[src/rtl/spi_stream_arbiter.sv]
// Two-requester packet arbiter in front of one spi_master byte port.
// Round-robin per packet, one byte in flight, idle gap between packets.
module spi_stream_arbiter #(
    parameter int unsigned GAP_CYCLES = 4
) (
    input  logic       clk,
    input  logic       rst_n,
    input  logic [7:0] req0_data,
    input  logic       req0_valid,
    input  logic       req0_last,
    output logic       req0_ready,
    input  logic [7:0] req1_data,
    input  logic       req1_valid,
    input  logic       req1_last,
    output logic       req1_ready,
    output logic [7:0] m_data,
    output logic       m_valid,
    input  logic       m_ready,
    output logic [1:0] grant,
    output logic       busy
);

    localparam int unsigned GW = $clog2(GAP_CYCLES + 1);

    typedef enum logic [2:0] {
        IDLE,
        LOAD,
        ISSUE,
        DRAIN,
        REFILL,
        GAP
    } state_t;

    state_t        state_q, state_d;
    logic [1:0]    grant_q, grant_d;
    logic [7:0]    m_data_q, m_data_d;
    logic          m_valid_q, m_valid_d;
    logic          last_q, last_d;
    logic          rr_q, rr_d;
    logic [GW-1:0] gap_q, gap_d;

    logic       own_valid;
    logic [7:0] own_data;
    logic       own_last;

    assign own_valid = grant_q[1] ? req1_valid : req0_valid;
    assign own_data  = grant_q[1] ? req1_data  : req0_data;
    assign own_last  = grant_q[1] ? req1_last  : req0_last;

    always_ff @(posedge clk or negedge rst_n) begin
        if (!rst_n) begin
            state_q   <= IDLE;
            grant_q   <= '0;
            m_data_q  <= '0;
            m_valid_q <= 1'b0;
            last_q    <= 1'b0;
            rr_q      <= 1'b0;
            gap_q     <= '0;
        end else begin
            state_q   <= state_d;
            grant_q   <= grant_d;
            m_data_q  <= m_data_d;
            m_valid_q <= m_valid_d;
            last_q    <= last_d;
            rr_q      <= rr_d;
            gap_q     <= gap_d;
        end
    end

    always_comb begin
        state_d   = state_q;
        grant_d   = grant_q;
        m_data_d  = m_data_q;
        m_valid_d = m_valid_q;
        last_d    = last_q;
        rr_d      = rr_q;
        gap_d     = gap_q;
        case (state_q)
            IDLE: begin
                if (req0_valid || req1_valid) begin
                    if (req0_valid && req1_valid)
                        grant_d = rr_q ? 2'b10 : 2'b01;
                    else
                        grant_d = req1_valid ? 2'b10 : 2'b01;
                    state_d = LOAD;
                end
            end
            LOAD: begin
                if (own_valid) begin
                    m_data_d  = own_data;
                    last_d    = own_last;
                    m_valid_d = 1'b1;
                    state_d   = ISSUE;
                end
            end
            ISSUE: begin
                if (m_ready) begin
                    m_valid_d = 1'b0;
                    state_d   = DRAIN;
                end
            end
            // master ready is registered and may still read high right after accept
            DRAIN: begin
                if (!m_ready)
                    state_d = REFILL;
            end
            REFILL: begin
                if (m_ready) begin
                    if (last_q) begin
                        state_d = GAP;
                        grant_d = '0;
                        rr_d    = grant_q[0];
                        gap_d   = '0;
                        last_d  = 1'b0;
                    end else begin
                        state_d = LOAD;
                    end
                end
            end
            GAP: begin
                if (gap_q == GW'(GAP_CYCLES - 1)) begin
                    gap_d   = '0;
                    state_d = IDLE;
                end else begin
                    gap_d = gap_q + GW'(1);
                end
            end
            default: state_d = IDLE;
        endcase
    end

    assign req0_ready = (state_q == LOAD) && grant_q[0];
    assign req1_ready = (state_q == LOAD) && grant_q[1];
    assign m_data     = m_data_q;
    assign m_valid    = m_valid_q;
    assign grant      = grant_q;
    assign busy       = (state_q != IDLE);

endmodule

[config.mk]
export PLATFORM = sky130hd
export DESIGN_NAME = spi_stream_arbiter
export DESIGN_NICKNAME = d
export VERILOG_FILES = /design/src/rtl/spi_stream_arbiter.sv
export SDC_FILE = /design/constraint.sdc
export NUM_CORES = 1
export LEC_CHECK = 0
export ABC_AREA = 1
export CAP_MARGIN = 40
export CORE_UTILIZATION = 50
export CTS_CLUSTER_SIZE = 20
export DETAILED_ROUTE_END_ITERATION = 6
export GPL_ROUTABILITY_DRIVEN = 0
export PLACE_DENSITY = 0.85
export SYNTH_ARGS = -nofsm -noshare
export SYNTH_HDL_FRONTEND = slang
export SYNTH_SLANG_ARGS = --single-unit
[constraint.sdc]
create_clock -name clk -period 2.8 [get_ports clk]
set_input_delay 0.42 -clock clk [delete_from_list [all_inputs] [get_ports clk]]
set_output_delay 0.42 -clock clk [all_outputs]
set_load 0.01 [all_outputs]
==> out/qor.txt, run 1 <==
Total GRT Usage: 23.2%
Synth Warn #: 0
Number of I/O pins: 37
Core footprint: 2250 um^2
Fin. max-slew vios: 0
Synth top area share: 39.3%
First-pass GRT wire length: 4510 um
Final worst-path cycle share: 83.4%
Vias in the first global route: 1,051
Initial core utilization: 53.7%
#FFs+latches synth: 19
Relative slew slack: 63.9%
Total iterations of the first detailed-routing run: 4
Syn nets: 184
Worst Path Required: 2.38 ns
Unique masters post-synth: 24
RSZ-0062 raised after global routing: false
Sequential area share after synthesis: 39.3%
Gate Count Post-Synth: 160
Remaining antenna violation count: 0
Die X: 51.2 um
Initial DRC count: 38
Status: finished clean
Clk_skew: 0.00174 ns
I/O Buffers: 36
Total CTS buffers: 3
Synthesized cell area: 1210 um^2
Main combinational cell family by area after synthesis: simple AND/OR/NAND/NOR gates
Syn Area/Cell: 7.56 um^2
CP arrival: 1.91 ns
CTS Buffer Depth: 2
Largest net degree at the start of global routing: 19
Routed vias/inst: 5.16
Synth top area cells: dfrtp_1 39%, nand2_1 18%, nor2_1 5.9%
Setup TNS: 0 ns
ANT cells: 0
Startpoint Class: flop
MaxCap Viol Count: 0
Htree depth: 1
Leakage power: 0.785 nW
Adder-Cell Fraction of Synth Area: 1.03%
Die ar.: 2620 um^2
Clk_lat worst skew: 0.29 ns
Worst Hold Class: primary input to async pin
Synthesized-area fraction occupied by and/or/nand/nor cells: 38.9%
Die Y: 51.2 um
Drt wl/cell: 12.2 um
Post-CTS sizing: 0
Post-DP HPWL: 2180 um
Total grt overflow: 0
Final wirelength: 2730 um
Setup Fix Bufs, Post-CTS: 0
Yosys top cell by area: dfrtp_1
DRC Markers: 0
Worst vdd ir: 0.000606 V
Maximum clock rate: 428 MHz
Hold Buf Count CTS: 0
R2R depth: 8
Post-synthesis mux area share: 0%
Initial antenna violation count: 0
Slew @ Worst Pin: 0.541 ns
CP endpoint kind: primary output
Rows: 17
Synth Area in XOR/XNOR: 0%
Final period demand of the worst path: 2.33 ns
Filler cells: 199
Root buf cell: clkbuf_4
Crit Path Class: flop to primary output
Final #Nets: 220
Layout cells sized above 1: 12.8%
Critical path peak fanout: 14
Layout area overhead: 31.1%
Final core occ: 70.4%
DR vias: 1,151
CTS tree: built
Sink Count: 19
Post-synthesis compound-gate area fraction: 9.31%
Power Density: 982 nW/um^2
Setup Viol. Count Final: 0
Hold Violations, Final: 0
Clock-pin transition on the worst setup and hold timing paths: 0.11 ns
## cell usage in the layout, fill, tap and decap left out, types with 2 or more instances in the layout
master,count
o21ai_1,2
nand3_2,3
nor2_2,3
inv_6,2
nand3_1,9
inv_2,4
inv_1,12
nand2_4,3
a31oi_1,7
nor2_8,2
nor2_1,19
o21ai_0,4
clkbuf_4,3
a21oi_1,2
clkdlybuf4s50_1,36
dfrtp_1,19
nand2_1,57
## final timing paths
kind	startpoint	slack, ns	end
max reg2reg	grant[1]	1.19	state_q[0]
max	grant[1]	0.47	req1_ready
min reg2reg	rr_q	0.50	rr_q
min in group clk	rr_q	0.50	rr_q
max in group asynchronous	rst_n	2.18	last_q
min	rst_n	0.28	m_data[5]
## cells in the mapped netlist
master	count
nand2_1	57
a21boi_0	1
inv_1	12
nand3_1	9
o21ai_0	4
a21oi_1	2
a21oi_2	1
nor2_4	1
ha_1	1
a31oi_2	1
nand2_4	3
nand4_1	1
o21ai_1	2
nand3_2	3
dfrtp_1	19
buf_6	3
inv_2	4
nor2_2	3
buf_12	1
clkbuf_1	2
nor2_1	19
a31oi_1	7
inv_6	2
nor2_8	2
## cells by family after synthesis
logic type	Yosys count
fa+ha+maj	1
simple gates	98
flops	19
compound gates	18
buf+inv	24
## registers in the layout (all words and copies together) (netlist names)
| signal | count |
|---|---|
| m_valid | 1 |
| last_q | 1 |
| state_q | 3 |
| m_data | 8 |
| gap_q | 3 |
| grant | 2 |
| rr_q | 1 |
## where the power goes
group / total, W / internal, W / switching, W
Clock: 0.000141 / 0.0000531 / 0.0000876
Sequential: 0.000562 / 0.000403 / 0.000159
Combinational: 0.000855 / 0.000401 / 0.000455
## final cells by class
class                           count  area [um^2]  share of cell area, %
Multi-Input combinational cell    117          596                   37.5
Sequential cell                    19          475                   30.0
Timing Repair Buffer               37          375                   23.7
Inverter                           18         77.6                   4.89
Tap cell                           28         35.0                   2.21
Clock buffer                        3         22.5                   1.42
Clock inverter                      1         5.00                  0.315
## layer usage
metal  share of wire, %  global-route usage [%]
met1                 40                    28.5
met2                 52                    40.8
met3                7.3                    4.17
met4               0.99                    6.94
met5                  0                       0
## per-stage QoR
step	hold slack [ns]	cells	power (W)	setup slack [ns]	area (um^2)
4_1_cts	0.282	223	0.00157	0.451	1590
2_1_floorplan	0.124	160	0.00115	1.48	1210
3_3_place_gp	0.459	218	0.00138	0.851	1540
3_5_place_dp	0.477	219	0.00142	0.803	1560
6_report	0.284	223	0.00156	0.465	1590
5_1_grt	0.271	223	0.00169	0.304	1590
## worst max-delay path, stage by stage, from the launching register on
cell             delay [ns]
dfrtp_1                0.60
inv_1                  0.29
nor2_1                 0.18
clkdlybuf4s50_1        0.55
No activity file was read; power rests on OpenSTA's default activity.
==> run 2, diff against run 1 <==
--- a/config.mk
+++ b/config.mk
@@ -7,11 +7,11 @@
 export LEC_CHECK = 0
 export ABC_AREA = 1
 export CAP_MARGIN = 40
-export CORE_UTILIZATION = 50
+export CORE_UTILIZATION = 42
 export CTS_CLUSTER_SIZE = 20
 export DETAILED_ROUTE_END_ITERATION = 6
 export GPL_ROUTABILITY_DRIVEN = 0
-export PLACE_DENSITY = 0.85
+export PLACE_DENSITY = 0.76
 export SYNTH_ARGS = -nofsm -noshare
 export SYNTH_HDL_FRONTEND = slang
 export SYNTH_SLANG_ARGS = --single-unit
==> constraint.sdc (replaced) <==
create_clock -name clk -period 2.1 [get_ports clk]
set_input_delay 0.315 -clock clk [delete_from_list [all_inputs] [get_ports clk]]
set_output_delay 0.315 -clock clk [all_outputs]
set_load 0.01 [all_outputs]
==> run 2 against run 1 <==
Effect of this change:
- final cell count increased by 3.1%
- hold slack improved by 0.058 ns
- total power increased by 36%
- via count increased by 0.43%
- largest power group unchanged
==> out/qor.txt, run 2 (synthesized netlist as in run 1, its figures left out) <==
Final core occ: 59.2% (was 70.4%)
Clk_lat worst skew: 0.29 ns (about the same)
R2R depth: 9 (was 8)
Logic pwr share: 57.6% (was 54.9%)
Worst vdd ir: 0.000720 V (was 0.000606 V)
Total CTS buffers: 3 (unchanged)
Reg2reg end: state_q[0] (unchanged)
Final period demand of the worst path: 2.02 ns
Clk pwr share: 8.6% (was 9.0%)
Initial core utilization: 44.3% (was 53.7%)
Power Density: 1310 nW/um^2 (was 982 nW/um^2)
CP arrival: 1.70 ns (was 1.91 ns)
Initial DRC count: 18 (was 38)
Worst Path Required: 1.78 ns (was 2.38 ns)
R2R Setup Slk: 0.64 ns (was 1.19 ns)
Crit path capture: busy (was req1_ready)
Max reg flops: 8 (unchanged)
Final setup margin: 0.0816 ns (was 0.465 ns)
Total GRT Usage: 18.4% (was 23.2%)
Commonest non-fill, non-tap cells in the layout: 57 x nand2_1, 35 x clkdlybuf4s50_1, 19 x nor2_1, 17 x dfrtp_1, 12 x inv_1 (was 57 x nand2_1, 36 x clkdlybuf4s50_1, 19 x nor2_1, 19 x dfrtp_1, 12 x inv_1)
Initial antenna violation count: 0 (unchanged)
Startpoint Class: flop (unchanged)
DRC Markers: 0 (unchanged)
Number of I/O pins: 37 (unchanged)
Slew @ Worst Pin: 0.282 ns (was 0.541 ns)
Leakage power: 0.818 nW (was 0.785 nW)
CTS tree: built (unchanged)
Core footprint: 2730 um^2 (was 2250 um^2)
Clk_skew: 0.00280 ns (was 0.00174 ns)
Worst Hold Class: primary input to async pin (unchanged)
Flop pwr share: 33.8% (was 36.1%)
Max stage delay cell, worst path: dfrtp_2 (was dfrtp_1)
Setup Viol. Count Final: 0 (unchanged)
CTS Buffer Depth: 2 (unchanged)
First-pass GRT wire length: 4490 um (was 4510 um)
ANT cells: 0 (unchanged)
Vias in the first global route: 1,077 (was 1,051)
Die ar.: 3100 um^2 (was 2620 um^2)
RSZ-0062 raised after global routing: false (unchanged)
Die X: 55.7 um (was 51.2 um)
Final #Nets: 224 (was 220)
Largest net degree at the start of global routing: 20 (was 19)
Switching Share: 44.4% (was 45.0%)
Drt wl/cell: 11.9 um (was 12.2 um)
Hold Violations, Final: 0 (unchanged)
Cell Int Power: 0.00118 W (was 0.000857 W)
Switching pwr: 0.000943 W (was 0.000701 W)
Relative slew slack: 81.2% (was 63.9%)
Pre-CTS setup slack: 0.313 ns (was 0.803 ns)
Hold Buf Count CTS: 0 (unchanged)
Layout area overhead: 33.7% (was 31.1%)
Critical path peak fanout: 7 (was 14)
Final worst-path cycle share: 96.1%
Total iterations of the first detailed-routing run: 4 (unchanged)
Total grt overflow: 0 (unchanged)
Crit. Startpoint: state_q[1] (was grant[1])
CP peak stage delay: 0.52 ns (was 0.60 ns)
Total power draw: 0.00212 W (was 0.00156 W)
Remaining antenna violation count: 0 (unchanged)
Most common cell after layout, fill and taps aside: nand2_1 (unchanged)
Sink Count: 19 (unchanged)
MaxCap Viol Count: 0 (unchanged)
Post-DP HPWL: 2180 um (about the same)
Status: finished clean (unchanged)
Final Cell Area: 1620 um^2 (was 1590 um^2)
CP endpoint kind: primary output (unchanged)
Maximum clock rate: 495 MHz
Most used cell, CP: inv_2
Layout cells sized above 1: 15.6% (was 12.8%)
DR vias: 1,156 (was 1,151)
Dpl cell area: 1580 um^2 (was 1560 um^2)
Filler cells: 245 (was 199)
Root buf cell: clkbuf_4 (unchanged)
Die Y: 55.7 um (was 51.2 um)
R2R Path Start: grant[1] (unchanged)
Crit Path Class: flop to primary output (unchanged)
Rows: 19 (was 17)
Critical-path cell list: nor2_8 > inv_2 > nor2_2 > inv_2 > clkdlybuf4s50_1 (was inv_1 > nor2_1 > clkdlybuf4s50_1)
Setup TNS: 0 ns (unchanged)
Routed vias/inst: 5.03 (was 5.16)
Fin. max-slew vios: 0 (unchanged)
Final wirelength: 2730 um (about the same)
Htree depth: 1 (unchanged)
I/O Buffers: 36 (unchanged)
Clock-pin transition on the worst setup and hold timing paths: 0.11 ns (about the same)
-- run 2: stage by stage --
step / hold WS, ns / std cells
final: 0.343 / 230
after global routing: 0.331 / 230
after CTS: 0.349 / 229
after detailed placement: 0.463 / 225
after global placement: 0.461 / 225
after floorplan: 0.0194 / 160
-- run 2: per-layer routing --
| layer | part of all wire, % | up-vias | GRT usage, % |
|---|---|---|---|
| met1 | 42 | 523 | 20.9 |
| li1 | - | 588 | - |
| met3 | 6.6 | 4 | 4.19 |
| met2 | 51 | 41 | 32.2 |
| met5 | 0 | - | 0 |
| met4 | 0.37 | 0 | 9.64 |
-- run 2: final cells by class --
class / instances / area (um^2) / area share, %
flip-flops and latches: 19 / 478 / 29.5
multi-input cells: 117 / 596 / 36.8
well taps: 31 / 38.8 / 2.40
clock inverters: 1 / 5.00 / 0.309
repair buffers: 41 / 400 / 24.7
clock buffers: 3 / 22.5 / 1.39
inverters: 18 / 77.6 / 4.80
-- run 2: power by group through the flow --
stage	Combinational (W)	Sequential (W)	Clock, W
2_1_floorplan	0.000853	0.000678	0
3_3_place_gp	0.00117	0.000709	0
3_5_place_dp	0.00121	0.000720	0
4_1_cts	0.00122	0.000715	0.000188
5_1_grt	0.00136	0.000739	0.000216
6_report	0.00122	0.000717	0.000183
-- run 2: critical path, delay by kind of cell (launching register included) --
kind | cells | cell delay, ns
flip-flops | 1 | 0.52
AND/OR/NAND/NOR | 2 | 0.31
buffers and inverters | 3 | 0.58
-- run 2: worst min-delay path by stage --
| stage | startpoint | end | slack, ns | depth (start not counted) |
|---|---|---|---|---|
| CTS | rst_n | state_q[2] | 0.35 | 2 |
| floorplan | rst_n | gap_q[0] | 0.02 | 0 |
| global placement | gap_q[2] | gap_q[2] | 0.46 | 2 |
| finish | rst_n | m_data[5] | 0.34 | 2 |
| detailed placement | gap_q[2] | gap_q[2] | 0.46 | 2 |
| global route | rst_n | state_q[2] | 0.33 | 2 |
-- run 2: timing repair --
| item | 4_1_cts | 5_1_grt |
|---|---|---|
| gates resized for setup | 1 | 2 |
| setup endpoints to repair | 2 | 3 |
| buffers inserted | 0 | 1 |
